$ cat config.mk
export PLATFORM = sky130hd
export DESIGN_NAME = inst_fetch_flat
export DESIGN_NICKNAME = d
export VERILOG_FILES = /design/src/rtl/inst_fetch_if.sv /design/src/rtl/inst_fetch.sv /design/src/flat_wrapper.sv
export SDC_FILE = /design/constraint.sdc
export NUM_CORES = 1
export LEC_CHECK = 0
export BUFFER_PORTS_ARGS = -buffer_cell sky130_fd_sc_hd__buf_2
export CORE_MARGIN = 2
export CORE_UTILIZATION = 51
export CTS_CLUSTER_DIAMETER = 40
export CTS_CLUSTER_SIZE = 30
export DETAILED_ROUTE_END_ITERATION = 8
export PLACE_DENSITY = 0.85
export SLEW_MARGIN = 0
export SYNTH_ARGS = -nofsm -noshare
export SYNTH_HDL_FRONTEND = slang
export SYNTH_SLANG_ARGS = --single-unit
$ cat constraint.sdc
create_clock -name i_clk -period 3.4 [get_ports i_clk]
set_input_delay 0.17 -clock i_clk [delete_from_list [all_inputs] [get_ports i_clk]]
set_output_delay 0.17 -clock i_clk [all_outputs]
set_load 0.05 [all_outputs]
$ cat src/rtl/inst_fetch_if.sv
// Instruction-memory request/grant/response bus between fetch and imem.
interface inst_fetch_if;
    logic        imem_req;
    logic [31:0] imem_addr;
    logic        imem_gnt;
    logic        imem_rvalid;
    logic [31:0] imem_rdata;

    modport master (
        output imem_req, imem_addr,
        input  imem_gnt, imem_rvalid, imem_rdata
    );

    modport slave (
        input  imem_req, imem_addr,
        output imem_gnt, imem_rvalid, imem_rdata
    );
endinterface

$ cat src/rtl/inst_fetch.sv
// Instruction fetch: owns the PC, runs one outstanding imem fetch at a time and
// holds the fetched word for decode until consumed.
//   state | meaning
//   REQ   | requesting imem at pc
//   WAIT  | granted, waiting for the response
//   VALID | instruction held for decode
//   DRAIN | flushed while a response is outstanding; discard it
//   HALT  | taken target was misaligned; wait for flush
module inst_fetch #(
    parameter logic [31:0] RESET_PC = 32'h0000_0000,
    parameter logic [31:0] NOP_INST = 32'h0000_0013
) (
    input  logic               i_clk,
    input  logic               i_rst_n,
    inst_fetch_if.master       imem,
    output logic               o_inst_valid,
    input  logic               i_inst_ready,
    output logic [31:0]        o_inst,
    output logic [31:0]        o_inst_pc,
    output logic [6:0]         o_opcode,
    output logic [2:0]         o_func3,
    output logic               o_func7,
    input  logic               i_next_pc_sel,
    input  logic [31:0]        i_jb_target,
    input  logic               i_flush,
    input  logic [31:0]        i_flush_pc,
    output logic               o_fetch_misalign
);

    typedef enum logic [2:0] {
        S_REQ   = 3'd0,
        S_WAIT  = 3'd1,
        S_VALID = 3'd2,
        S_DRAIN = 3'd3,
        S_HALT  = 3'd4
    } state_t;

    state_t      r_state,    w_state_nxt;
    logic [31:0] r_pc,       w_pc_nxt;
    logic [31:0] r_inst,     w_inst_nxt;
    logic [31:0] r_inst_pc,  w_inst_pc_nxt;
    logic        r_misalign, w_misalign_nxt;

    logic [31:0] w_consume_pc;
    logic        w_tgt_misalign;

    assign w_consume_pc   = i_next_pc_sel ? (i_jb_target & 32'hFFFF_FFFE) : r_pc + 32'd4;
    assign w_tgt_misalign = i_next_pc_sel & i_jb_target[1];

    always_comb begin
        w_state_nxt    = r_state;
        w_pc_nxt       = r_pc;
        w_inst_nxt     = r_inst;
        w_inst_pc_nxt  = r_inst_pc;
        w_misalign_nxt = r_misalign;

        case (r_state)
            S_REQ: begin
                if (i_flush)
                    w_state_nxt = imem.imem_gnt ? S_DRAIN : S_REQ;
                else if (imem.imem_gnt)
                    w_state_nxt = S_WAIT;
            end
            S_WAIT: begin
                if (i_flush) begin
                    w_state_nxt = imem.imem_rvalid ? S_REQ : S_DRAIN;
                end else if (imem.imem_rvalid) begin
                    w_state_nxt   = S_VALID;
                    w_inst_nxt    = imem.imem_rdata;
                    w_inst_pc_nxt = r_pc;
                end
            end
            S_VALID: begin
                if (i_flush) begin
                    w_state_nxt = S_REQ;
                end else if (i_inst_ready) begin
                    w_pc_nxt = w_consume_pc;
                    if (w_tgt_misalign) begin
                        w_state_nxt    = S_HALT;
                        w_misalign_nxt = 1'b1;
                    end else begin
                        w_state_nxt = S_REQ;
                    end
                end
            end
            // A response arriving with a flush still retires the outstanding fetch.
            S_DRAIN: begin
                if (imem.imem_rvalid)
                    w_state_nxt = S_REQ;
            end
            S_HALT: begin
                if (i_flush)
                    w_state_nxt = S_REQ;
            end
            default: w_state_nxt = S_REQ;
        endcase

        if (i_flush) begin
            w_pc_nxt       = i_flush_pc;
            w_inst_nxt     = NOP_INST;
            w_misalign_nxt = 1'b0;
        end
    end

    always_ff @(posedge i_clk) begin
        if (!i_rst_n) begin
            r_state    <= S_REQ;
            r_pc       <= RESET_PC;
            r_inst     <= NOP_INST;
            r_inst_pc  <= RESET_PC;
            r_misalign <= 1'b0;
        end else begin
            r_state    <= w_state_nxt;
            r_pc       <= w_pc_nxt;
            r_inst     <= w_inst_nxt;
            r_inst_pc  <= w_inst_pc_nxt;
            r_misalign <= w_misalign_nxt;
        end
    end

    // Request is masked while reset is held so no fetch escapes during reset.
    assign imem.imem_req  = (r_state == S_REQ) & i_rst_n;
    assign imem.imem_addr = r_pc;

    assign o_inst_valid     = (r_state == S_VALID);
    assign o_inst           = r_inst;
    assign o_inst_pc        = r_inst_pc;
    assign o_opcode         = r_inst[6:0];
    assign o_func3          = r_inst[14:12];
    assign o_func7          = r_inst[30];
    assign o_fetch_misalign = r_misalign;

endmodule
$ cat src/flat_wrapper.sv
// flat-port wrapper written by rule: the top's interface ports become plain ports
module inst_fetch_flat 
#(
    parameter logic [31:0] RESET_PC = 32'h0000_0000,
    parameter logic [31:0] NOP_INST = 32'h0000_0013
)
  (i_clk, i_rst_n, o_inst_valid, i_inst_ready, o_inst, o_inst_pc, o_opcode, o_func3, o_func7, i_next_pc_sel, i_jb_target, i_flush, i_flush_pc, o_fetch_misalign, imem_imem_req, imem_imem_addr, imem_imem_gnt, imem_imem_rvalid, imem_imem_rdata);
  inst_fetch_if imem_i ();
  input  logic i_clk;
  input  logic i_rst_n;
  output logic o_inst_valid;
  input  logic i_inst_ready;
  output logic [31:0] o_inst;
  output logic [31:0] o_inst_pc;
  output logic [6:0] o_opcode;
  output logic [2:0] o_func3;
  output logic o_func7;
  input  logic i_next_pc_sel;
  input  logic [31:0] i_jb_target;
  input  logic i_flush;
  input  logic [31:0] i_flush_pc;
  output logic o_fetch_misalign;
  output wire logic [$bits(imem_i.imem_req)-1:0] imem_imem_req;
  output wire logic [$bits(imem_i.imem_addr)-1:0] imem_imem_addr;
  input wire logic [$bits(imem_i.imem_gnt)-1:0] imem_imem_gnt;
  input wire logic [$bits(imem_i.imem_rvalid)-1:0] imem_imem_rvalid;
  input wire logic [$bits(imem_i.imem_rdata)-1:0] imem_imem_rdata;
  assign imem_imem_req = imem_i.imem_req;
  assign imem_imem_addr = imem_i.imem_addr;
  assign imem_i.imem_gnt = imem_imem_gnt;
  assign imem_i.imem_rvalid = imem_imem_rvalid;
  assign imem_i.imem_rdata = imem_imem_rdata;
  inst_fetch #(.RESET_PC(RESET_PC), .NOP_INST(NOP_INST)) u_core (.i_clk(i_clk), .i_rst_n(i_rst_n), .imem(imem_i), .o_inst_valid(o_inst_valid), .i_inst_ready(i_inst_ready), .o_inst(o_inst), .o_inst_pc(o_inst_pc), .o_opcode(o_opcode), .o_func3(o_func3), .o_func7(o_func7), .i_next_pc_sel(i_next_pc_sel), .i_jb_target(i_jb_target), .i_flush(i_flush), .i_flush_pc(i_flush_pc), .o_fetch_misalign(o_fetch_misalign));
endmodule
Word-level counts from Yosys, hierarchy flattened
Index checks and enable logic that the tools add are counted.
{ "word_totals": {"register_bits": 100, "in_bits": 103} }
{ "classes": {"addsub": 1, "reduce_logical": 9, "n_bitwise": 4, "muxes": 16, "eq_ne": 9} }
{ "ops": {"columns": ["operator", "n"], "rows": [
  ["32-bit two-way mux", 4],
  ["32-bit by 3-bit adder with 32-bit output, second input constant", 1],
  ["3-bit two-way mux", 9],
  ["3-bit one-hot mux with 5 select lines", 1],
  ["3-bit by 2-bit == test with 1-bit output, second input constant", 2],
  ["3-bit != test, second input constant", 2],
  ["3-bit AND reduction", 2],
  ["5-bit AND reduction", 1],
  ["2-bit two-way mux", 2],
  ["2-bit != test, second input constant", 2],
  ["2-bit AND reduction", 2],
  ["2-bit nonzero test", 2],
  ["3-bit by 1-bit == test with 1-bit output, second input constant", 1],
  ["3-bit == test, second input constant", 1],
  ["3-bit zero test", 1],
  ["3-bit by 1-bit != test with 1-bit output, second input constant", 1],
  ["1-bit AND", 2],
  ["1-bit inverter", 2],
  ["2-bit OR reduction", 1]
]} }

Depth between registers and ports, before layout
Gate-level depths: netlist of the first run.
{ "logic_depth": {"depth_word": 5, "mapped_depth": 8} }

Worst setup path before layout of the first run
No wires, ideal clock.
{ "synth_timing": {"path_type": "flip-flop to flip-flop", "from": "register u_core.r_pc[2], in the netlist u_core.imem.imem_addr[2]", "to": "register u_core.r_pc[30], in the netlist u_core.imem.imem_addr[30]", "setup_time_ns": 0.122, "t_required_ns": 3.278, "path_stages_with_launch": 7, "setup_slack_ns": 1.021, "arrival_time_ns": 2.258, "cell_sequence": "dfxtp_1 -> ha_1 -> nand3_1 -> nor4_1 -> nand4_1 -> xnor2_1 -> o311a_1"} }
{ "synth_between": {"elab_chain_cells": 5} }
{ "synth_lines": {"columns": ["item", "line_no", "rtl"], "rows": [
  ["from (decl)", "inst_fetch.sv:39", "logic [31:0] r_pc, w_pc_nxt;"],
  ["from (signal assigned)", "inst_fetch.sv:114", "r_pc <= w_pc_nxt;"],
  ["32-bit by 3-bit adder with 32-bit output", "inst_fetch.sv:47", "assign w_consume_pc = i_next_pc_sel ? (i_jb_target & 32'hFFFF_FFFE) : r_pc + 32'd4;"],
  ["32-bit two-way mux", "inst_fetch.sv:47", null],
  ["32-bit two-way mux", "inst_fetch.sv:76", "end else if (i_inst_ready) begin"],
  ["32-bit two-way mux", "inst_fetch.sv:57", "case (r_state)"],
  ["32-bit two-way mux", "inst_fetch.sv:98", "if (i_flush) begin"]
]} }
No other way between the ends. The select of a mux whose other input is x is not followed.
A chain may end at the register's enable or synchronous reset.

Worst setup path after layout of the first run
{ "layout_timing": {"from": "register u_core.r_state[0]", "to": "register u_core.r_pc[25], in the netlist u_core.imem.imem_addr[25]"} }
{ "layout_between": {"elab_chain_cells": 3} }
{ "layout_lines": {"columns": ["item", "line_no", "rtl"], "rows": [
  ["from (decl)", "inst_fetch.sv:38", "state_t r_state, w_state_nxt;"],
  ["from (signal assigned)", "inst_fetch.sv:113", "r_state <= w_state_nxt;"],
  ["3-bit by 2-bit == test with 1-bit output", "inst_fetch.sv:57", null],
  ["2-bit nonzero test (no source line)", null, null],
  ["2-bit AND reduction (no source line)", null, null]
]} }
No other way between the ends.

==> flow_metrics.py, run 1 <==
metrics = {
    "clocking": {
        "clk_latency_ns": 0.37,
        "htreeDepth": 3,
        "postCtsSetupRepairBufs": 0,
        "postCtsResizedCells": 0,
        "clk_pin_slew_ns": 0.10,
        "cts_tree": "yes",
        "ctsHoldBuffers": 0,
        "clock_path_buffers": 2,
        "cts.sinks": 100,
        "cts_root_buf": "clkbuf_8",
        "cts_buffers": 9,
    },
    "placed_design": {
        "numPortBuffers": 211,
        "place.gp.congestion": 0.867,
        "post-place-cells": 927,
        "dpl.hpwl_um": 10900,
    },
    "setup_path": {
        "cp-end-kind": "flip-flop",
        "worstSetupPathType": "reg -> reg",
        "worstPathRequired_ns": 3.71,
        "slowest_stage": "and4bb_2",
        "slowest_delay_ns": 0.73,
        "cp_max_fo": 22,
        "crit_arrival_ns": 2.66,
        "crit_path_start_kind": "flip-flop",
        "cp.depth": 5,
        "cp_top_family": "simple AND/OR/NAND/NOR gates",
        "crit_buf_inv": 1,
        "crit_chain": "and4bb_2 > nor2_1 > buf_4 > or4_1 > nand3_1",
        "rr_worst_depth": 5,
    },
    "drt": {
        "totalWireLength_um": 15300,
        "drtIter0Drc": 373,
        "antenna_left": 0,
        "wire_per_inst_um": 16.2,
        "num_vias": 5410,
        "routed_via_density": 5.74,
        "drtPass1Iterations": 5,
        "drc_errors": 0,
    },
    "timing": {
        "slew-limit-headroom": 0.220,
        "slew_violations": 0,
        "finalHoldViolations": 0,
        "grt_setup_unrepaired": "no",
        "fmax_mhz": 426,
        "period_needed_ns": 2.35,
        "worst_pin_slew_ns": 1.17,
        "setup_tns_ns": 0,
        "post-route-period-util": 0.691,
        "fin_skew_ns": 0.0125,
        "final-setup-viol-count": 0,
    },
    "floorplan": {
        "die_y_um": 102,
        "fp.dieW_um": 102,
        "initial_utilization": 0.526,
        "die_area_sq_um": 10300,
        "num_rows": 35,
        "coreArea_sq_um": 9240,
        "io_pins": 213,
    },
    "synth": {
        "syn_nets": 745,
        "synth_edf_count": 0,
        "synth_cell_types": 63,
        "async_flop_share": 0,
        "netlist_top_cells_area": "dfxtp_1, nand2_1, a21oi_1",
        "ys_warn_count": 0,
        "synth_top_cell_by_area": "dfxtp_1",
        "avgSynthCellArea_sq_um": 7.58,
        "ys_seq_area_frac": 0.412,
        "synth_area_sq_um": 4860,
        "ys_ff_latch": 100,
        "postSynthCellCount": 641,
        "synth.top_cell.area_share": 0.412,
        "synth_ff_type": "dfxtp_1",
    },
    "grt": {
        "grt_pass1_wl_um": 23200,
        "grt_pass1_vias": 4943,
        "grt_overflow": 0,
        "grt_max_degree": 38,
        "antenna_found_initial": 0,
        "grtUsageTotal": 0.283,
    },
    "finish": {
        "fillCellCount": 810,
        "final_cell_mix": "buf_2, nand2_1, dfxtp_1",
        "nNetsFinal": 913,
        "diodes": 0,
        "syn_to_final_growth_pct": 24.2,
        "final_cells": 943,
        "final_common_cell": "buf_2",
        "drive_above_1_share": 0.303,
    },
    "worst_hold_path": {
        "min_path_type": "in -> reg",
        "hold_depth": 3,
    },
    "power_and_ir_drop": {
        "powerDensity_nw_per_um2": 437,
        "p_leak_nw": 2.64,
        "ir_drop_v": 0.000274,
    },
    "status": {
        "status": "finished clean",
    },
    "job": {
        "cap_violations": 0,
    },
}
[tightest hold or removal path: stages]
cell     delay [ns]
buf_2          0.08
nand2_1        0.04
nand3_1        0.06
[final cells by class]
class | count | area (sq um) | area share
timing repair buffer | 221 | 1130 | 0.187
tap | 129 | 161 | 0.0267
multi-input combinational | 468 | 2530 | 0.418
sequential | 100 | 2000 | 0.332
clock buffer | 10 | 128 | 0.0211
inverter | 9 | 33.8 | 0.00560
clock inverter | 6 | 55.1 | 0.00912
[stage by stage]
step	setup WS, ns	cell area, sq um	hold WS, ns	power [mW]	utilization
floorplan	1.02	4860	0.292	1.75	-
global placement	1.18	5850	0.379	1.91	0.634
detailed placement	1.11	5850	0.393	1.93	0.634
CTS	1.08	6040	0.0100	2.64	0.653
global route	0.870	6040	0.00129	2.75	0.653
finish	1.05	6040	0.00856	2.64	0.653
[cell usage after synthesis, drive strengths merged (3+ instances only)]
cell type and number:
o211ai 6, a21oi 91, xnor2 6, mux2i 6, nand2 156, nor3 6, xor2 6, a31oi 9
o22ai 7, o21ai 25, nand4 11, o32ai 4, nor2 31, inv 9, and3 6, a22o 6
dfxtp 100, clkbuf 36, a22oi 4, nand3 26, buf 28, and2 3, o21a 4, nand2b 6
a211oi 3, nor4 8
[sequential cells by signal (all words and copies together) (netlist names)]
register,cells
u_core.r_state,3
u_core.o_inst_pc,32
u_core.o_inst,32
u_core.o_fetch_misalign,1
u_core.imem.imem_addr,32
[final timing paths]
| check | start | endpoint | slack, ns |
|---|---|---|---|
| setup / recovery | u_core.r_state[0]$_SDFFE_PN0P_ | u_core.imem.imem_addr[25]$_SDFFE_PN0P_ | 1.05 |
| hold / removal | imem_imem_rdata[0] | u_core.o_inst[0]$_SDFFE_PP1P_ | 0.009 |
| setup reg to reg | u_core.r_state[0]$_SDFFE_PN0P_ | u_core.imem.imem_addr[25]$_SDFFE_PN0P_ | 1.05 |
| hold reg to reg | u_core.o_inst_pc[17]$_SDFFE_PN0P_ | u_core.o_inst_pc[17]$_SDFFE_PN0P_ | 0.46 |
[where the power goes]
group	switching (mW)	leakage (nW)	internal (mW)
combinational	0.429	1.73	0.183
sequential	0.0764	0.814	1.22
clock	0.448	0.0938	0.283
total	0.953	2.64	1.69
[logic make-up (layout without fill, tap and decap cells)]
kind of cell / count (synthesis) / in the layout / share of synthesized area
multiplexers: 7 / 7 / 0.0147
buffers and inverters: 73 / 246 / 0.0690
AO/OA/AOI/OAI: 181 / 181 / 0.227
adder cells (fa/ha/maj): 1 / 1 / 0.00257
flip-flops: 100 / 100 / 0.412
XOR/XNOR: 12 / 12 / 0.0216
AND/OR/NAND/NOR: 267 / 267 / 0.254
[per-layer routing]
layer  vias to the layer above  track usage  wire [um]
met3                        28       0.0807       1620
met1                      2511        0.346       5830
met2                       306        0.488       7540
met4                         0       0.0748        268
li1                       2565            -          -
met5                         -            0          0
Power figures use the tool's default switching activity.
==> run 2: changes to the inputs <==
--- a/config.mk
+++ b/config.mk
@@ -7,11 +7,11 @@
 export LEC_CHECK = 0
 export BUFFER_PORTS_ARGS = -buffer_cell sky130_fd_sc_hd__buf_2
 export CORE_MARGIN = 2
-export CORE_UTILIZATION = 51
+export CORE_UTILIZATION = 48
 export CTS_CLUSTER_DIAMETER = 40
 export CTS_CLUSTER_SIZE = 30
 export DETAILED_ROUTE_END_ITERATION = 8
-export PLACE_DENSITY = 0.85
+export PLACE_DENSITY = 0.81
 export SLEW_MARGIN = 0
 export SYNTH_ARGS = -nofsm -noshare
 export SYNTH_HDL_FRONTEND = slang
==> constraint.sdc (replaced) <==
create_clock -name i_clk -period 2.2 [get_ports i_clk]
set_input_delay 0.11 -clock i_clk [delete_from_list [all_inputs] [get_ports i_clk]]
set_output_delay 0.11 -clock i_clk [all_outputs]
set_load 0.05 [all_outputs]
==> run 2 against run 1 <==
Effect of this change: sequential share of layout area fell by 2.6 points; via count is 5.7% higher; final area increased by 8.9%; global-route usage up 3.1 points; power grew 58%; register-to-register slack worse by 0.89 ns; final cell count increased by 6.4%; die area rose by 6.0%; critical path type unchanged; non-clock buffer count is 56 higher; largest cell class unchanged; critical path depth is the same.
==> flow_metrics.py, run 2 (synthesis results as in run 1) <==
metrics = {
    "status": {
        "status": "finished clean",
    },
    "setup_path": {
        "worstSetupPathType": "reg -> reg",
        "worstPathRequired_ns": 2.51,
        "slowest_delay_ns": 0.56,
        "crit_path_start_kind": "flip-flop",
        "crit_chain": "nand3_1 > nor4_4 > nand4b_1 > or4_1 > nand3_1",
        "crit_arrival_ns": 2.35,
        "cp-end-kind": "flip-flop",
        "cp_max_fo": 9,
        "crit_top_cell": "nand3_1",
        "slowest_stage": "nor4_4",
    },
    "grt": {
        "grt_pass1_vias": 5811,
        "grt_overflow": 0,
        "antenna_found_initial": 0,
        "grt_pass1_wl_um": 27800,
        "grtUsageTotal": 0.314,
        "grt_max_degree": 34,
    },
    "timing": {
        "slew_violations": 0,
        "post-route-period-util": 0.929,
        "setup_tns_ns": 0,
        "period_needed_ns": 2.04,
        "whs_ns": 0.0214,
        "fmax_mhz": 489,
        "fin_skew_ns": 0.0110,
        "worst_pin_slew_ns": 0.660,
        "grt_setup_unrepaired": "no",
        "slew-limit-headroom": 0.558,
        "finalHoldViolations": 0,
        "final-setup-viol-count": 0,
    },
    "clocking": {
        "clock_path_buffers": 2,
        "cts.sinks": 100,
        "cts_buffers": 9,
        "clk_latency_ns": 0.37,
        "htreeDepth": 3,
        "cts_root_buf": "clkbuf_8",
        "clk_pin_slew_ns": 0.10,
        "cts_tree": "yes",
    },
    "placed_design": {
        "numPortBuffers": 211,
        "place.gp.congestion": 0.973,
        "dpl.hpwl_um": 11800,
        "dpl_cell_area_sq_um": 5980,
        "post-place-cells": 946,
    },
    "finish": {
        "final_common_cell": "buf_2",
        "diodes": 0,
        "final_area_sq_um": 6570,
        "final_cell_mix": "buf_2, nand2_1, dfxtp_1",
        "fillCellCount": 826,
        "drive_above_1_share": 0.307,
        "syn_to_final_growth_pct": 35.2,
        "nNetsFinal": 969,
        "final_cells": 1003,
    },
    "power_and_ir_drop": {
        "power_switching_mw": 1.48,
        "p_seq_frac": 0.480,
        "finalPower_mw": 4.17,
        "p_int_mw": 2.69,
        "switching_share": 0.354,
        "p_leak_nw": 2.88,
        "combPwrFrac": 0.253,
        "clkPwrFrac": 0.267,
        "ir_drop_v": 0.000376,
        "powerDensity_nw_per_um2": 634,
    },
    "job": {
        "cap_violations": 0,
    },
    "drt": {
        "totalWireLength_um": 17700,
        "wire_per_inst_um": 17.6,
        "routed_via_density": 5.70,
        "num_vias": 5717,
        "drc_errors": 0,
        "antenna_left": 0,
        "drtIter0Drc": 421,
        "drtPass1Iterations": 5,
    },
    "floorplan": {
        "coreArea_sq_um": 9820,
        "num_rows": 36,
        "die_area_sq_um": 10900,
        "fp.dieW_um": 105,
        "initial_utilization": 0.495,
        "io_pins": 213,
        "die_y_um": 105,
    },
    "worst_hold_path": {
        "min_path_type": "in -> reg",
    },
}
[run 2: changes by cell type in the layout (fill, tap and decap cells not counted), moves of 2 or more]
| cell | before | now |
|---|---|---|
| dfxtp_1 | 100 | 95 |
| dfxtp_2 | 0 | 5 |
| buf_4 | 10 | 25 |
| inv_6 | 3 | 1 |
| dlygate4sd3_1 | 0 | 41 |
[run 2: worst paths after layout]
kind	startpoint	endpoint	slack, ns	cells past startpoint
hold / removal	i_jb_target[17]	u_core.imem.imem_addr[17]$_SDFFE_PN0P_	0.02	3
hold reg to reg	u_core.o_inst_pc[19]$_SDFFE_PN0P_	u_core.o_inst_pc[19]$_SDFFE_PN0P_	0.46	2
setup / recovery	u_core.imem.imem_addr[17]$_SDFFE_PN0P_	u_core.imem.imem_addr[25]$_SDFFE_PN0P_	0.16	5
setup reg to reg	u_core.imem.imem_addr[17]$_SDFFE_PN0P_	u_core.imem.imem_addr[25]$_SDFFE_PN0P_	0.16	5
[run 2: layout make-up]
cell class	instances	area, sq um	area share
Multi-Input combinational cell	468	2530	0.385
Clock inverter	4	33.8	0.00514
Timing Repair Buffer	277	1650	0.252
Tap cell	133	166	0.0253
Inverter	9	33.8	0.00514
Sequential cell	100	2010	0.306
Clock buffer	12	145	0.0221
[run 2: power groups by stage]
stage | combinational [mW] | clock, mW | sequential, mW
CTS | 1.04 | 1.12 | 1.99
global placement | 0.956 | 0 | 2.03
global route | 1.12 | 1.20 | 2.01
detailed placement | 0.977 | 0 | 2.04
finish | 1.05 | 1.11 | 2.00
floorplan | 0.462 | 0 | 2.24
[run 2: routing by layer]
layer	vias to the layer above	routed length, um	global-route usage
li1	2678	-	-
met4	0	668	0.161
met5	-	0	0
met3	62	1710	0.0886
met1	2641	6600	0.346
met2	336	8670	0.551
[run 2: stage by stage]
step / worst slack (ns) / utilization
4_1_cts: 0.146 / 0.669
5_1_grt: 0.0233 / 0.669
3_3_place_gp: 0.238 / 0.609
2_1_floorplan: 0.00984 / -
3_5_place_dp: 0.165 / 0.609
6_report: 0.156 / 0.669
[run 2: what timing repair did]
item	4_1_cts	5_1_grt
gates resized for setup	0	1
hold endpoints to repair	41	0
setup endpoints to repair	0	2
hold buffers	41	0
buffers inserted	0	0
[run 2: critical path: cells and delay by family, from the launching register on]
kind	cells	cell delay, ns
flops	1	0.51
simple gates	5	1.47
==> run 3: changes to the inputs <==
--- a/config.mk
+++ b/config.mk
@@ -7,12 +7,11 @@
 export LEC_CHECK = 0
 export BUFFER_PORTS_ARGS = -buffer_cell sky130_fd_sc_hd__buf_2
 export CORE_MARGIN = 2
-export CORE_UTILIZATION = 48
+export CORE_UTILIZATION = 43
 export CTS_CLUSTER_DIAMETER = 40
 export CTS_CLUSTER_SIZE = 30
 export DETAILED_ROUTE_END_ITERATION = 8
-export PLACE_DENSITY = 0.81
-export SLEW_MARGIN = 0
+export PLACE_DENSITY = 0.77
 export SYNTH_ARGS = -nofsm -noshare
 export SYNTH_HDL_FRONTEND = slang
 export SYNTH_SLANG_ARGS = --single-unit
==> constraint.sdc (replaced) <==
create_clock -name i_clk -period 1.65 [get_ports i_clk]
set_input_delay 0.0825 -clock i_clk [delete_from_list [all_inputs] [get_ports i_clk]]
set_output_delay 0.0825 -clock i_clk [all_outputs]
set_load 0.05 [all_outputs]
==> run 3 against run 2 <==
Effect of this change: the run now ends with negative setup slack left; maximum frequency increased by 22%; register-to-register slack worse by 0.18 ns; non-clock buffer count rose by 34; clock power up 100%; final area increased by 9.5%; clock skew barely moved; utilization down 1.1 points; sequential power rose by 31%; global-route usage is 4.1 points lower; critical path type unchanged; critical endpoint is now u_core.imem.imem_addr[30]$_SDFFE_PN0P_.
==> flow_metrics.py, run 3 (synthesis results as in run 1) <==
metrics = {
    "setup_path": {
        "worstPathRequired_ns": 1.88,
        "crit_arrival_ns": 1.91,
        "cp-end-kind": "flip-flop",
        "crit_path_start_kind": "flip-flop",
        "slowest_stage": "dfxtp_4",
        "startpoint": "u_core.imem.imem_addr[3]$_SDFFE_PN0P_",
        "crit_chain": "ha_4 > nand3_4 > nor4_4 > nand4_1 > xnor2_1 > o311a_1",
        "worstSetupPathType": "reg -> reg",
        "slowest_delay_ns": 0.36,
        "reg2reg_from": "u_core.imem.imem_addr[3]$_SDFFE_PN0P_",
        "cp_max_fo": 4,
        "rrSetupSlack_ns": -0.03,
    },
    "timing": {
        "period_needed_ns": 1.68,
        "fin_ws_ns": -0.0278,
        "post-route-period-util": 1.02,
        "slew-limit-headroom": 0.707,
        "final-setup-viol-count": 3,
        "fmax_mhz": 596,
        "fin_skew_ns": 0.0111,
        "slew_violations": 0,
        "finalHoldViolations": 0,
        "grt_setup_unrepaired": "yes",
        "worst_pin_slew_ns": 0.440,
    },
    "drt": {
        "antenna_left": 0,
        "num_vias": 5646,
        "drtIter0Drc": 397,
        "drtPass1Iterations": 5,
        "routed_via_density": 5.40,
        "totalWireLength_um": 16900,
        "wire_per_inst_um": 16.2,
        "drc_errors": 0,
    },
    "placed_design": {
        "place.gp.congestion": 0.910,
        "numPortBuffers": 211,
        "dpl.hpwl_um": 11800,
        "post-place-cells": 981,
    },
    "grt": {
        "grtUsageTotal": 0.273,
        "grt_pass1_wl_um": 25900,
        "grt_max_degree": 34,
        "grt_pass1_vias": 5263,
        "antenna_found_initial": 1,
        "grt_overflow": 0,
    },
    "clocking": {
        "cts_root_buf": "clkbuf_16",
        "clk_latency_ns": 0.34,
        "clock_path_buffers": 2,
        "cts_tree": "yes",
        "cts_buffers": 9,
        "cts.sinks": 100,
        "htreeDepth": 3,
        "clk_pin_slew_ns": 0.07,
    },
    "floorplan": {
        "die_area_sq_um": 12200,
        "num_rows": 38,
        "die_y_um": 110,
        "fp.dieW_um": 110,
        "coreArea_sq_um": 10900,
        "initial_utilization": 0.445,
        "io_pins": 213,
    },
    "finish": {
        "syn_to_final_growth_pct": 48.0,
        "drive_above_1_share": 0.372,
        "final_cell_mix": "buf_2, nand2_1, a21oi_1",
        "final_cells": 1045,
        "final_common_cell": "buf_2",
        "nNetsFinal": 1003,
    },
    "power_and_ir_drop": {
        "powerDensity_nw_per_um2": 892,
        "ir_drop_v": 0.000631,
        "p_leak_nw": 3.18,
        "finalPower_mw": 6.41,
    },
    "status": {
        "violations": "negative setup slack",
        "status": "finished with violations",
    },
    "worst_hold_path": {
        "min_path_type": "in -> reg",
        "holdCritStartpoint": "i_flush_pc[2]",
    },
    "job": {
        "cap_violations": 0,
    },
}
## run 3: path summary, 6_finish.rpt
kind	endpoint	cells after the start
worst min-delay path	u_core.imem.imem_addr[2]$_SDFFE_PN0P_	3
worst max-delay path	u_core.imem.imem_addr[30]$_SDFFE_PN0P_	6
worst min register to register	u_core.o_inst_pc[30]$_SDFFE_PN0P_	2
worst max register to register	u_core.imem.imem_addr[30]$_SDFFE_PN0P_	6
## run 3: critical path, delay by kind of cell, from the launching register on
family | cells | cell delay (ns)
and+or+nand+nor | 3 | 0.59
DFF | 1 | 0.36
AOI/OAI and AO/OA | 1 | 0.29
adders and majority gates | 1 | 0.16
xor gates and xnor gates | 1 | 0.16
## run 3: where the power goes
group / switching [mW] / internal, mW / leakage, nW
Sequential: 0.103 / 2.51 / 0.827
Combinational: 0.999 / 0.551 / 2.20
Clock: 1.01 / 1.23 / 0.158
Total: 2.12 / 4.30 / 3.18
## run 3: per-stage QoR
| stage | hold WS [ns] | area [sq um] | setup WS [ns] | util | setup TNS, ns |
|---|---|---|---|---|---|
| after floorplan | 0.205 | 5040 | -0.117 | - | -0.588 |
| after global placement | 0.295 | 6400 | 0.0155 | 0.585 | 0 |
| after detailed placement | 0.297 | 6400 | -0.00987 | 0.585 | -0.00987 |
| after CTS | 0.00642 | 7110 | -0.0223 | 0.650 | -0.0266 |
| after global routing | 0.0181 | 7190 | -0.106 | 0.658 | -0.597 |
| final | 0.00645 | 7190 | -0.0278 | 0.658 | -0.0341 |
## run 3: cell type report
cell class / count / area (sq um)
fill: 914 / 3740
multi-input combinational: 468 / 2640
sequential: 100 / 2070
timing repair buffer: 311 / 1960
clock buffer: 11 / 275
tap: 140 / 175
clock inverter: 5 / 41.3
inverter: 9 / 33.8
antenna: 1 / 2.50
## run 3: repair_timing
item                       CTS  global route
hold buffers                39             0
setup endpoints to repair    3            15
buffers inserted             0             8
gates resized for setup      0             8
hold endpoints to repair    39             0
pin swaps                    1            14
## run 3: per-layer routing
metal  GRT usage  vias to the layer above  share of wire
met5           0                        -              0
met2       0.465                      269           0.48
met4       0.107                        0          0.025
met3      0.0611                       35          0.082
met1       0.335                     2589           0.41
li1            -                     2753              -
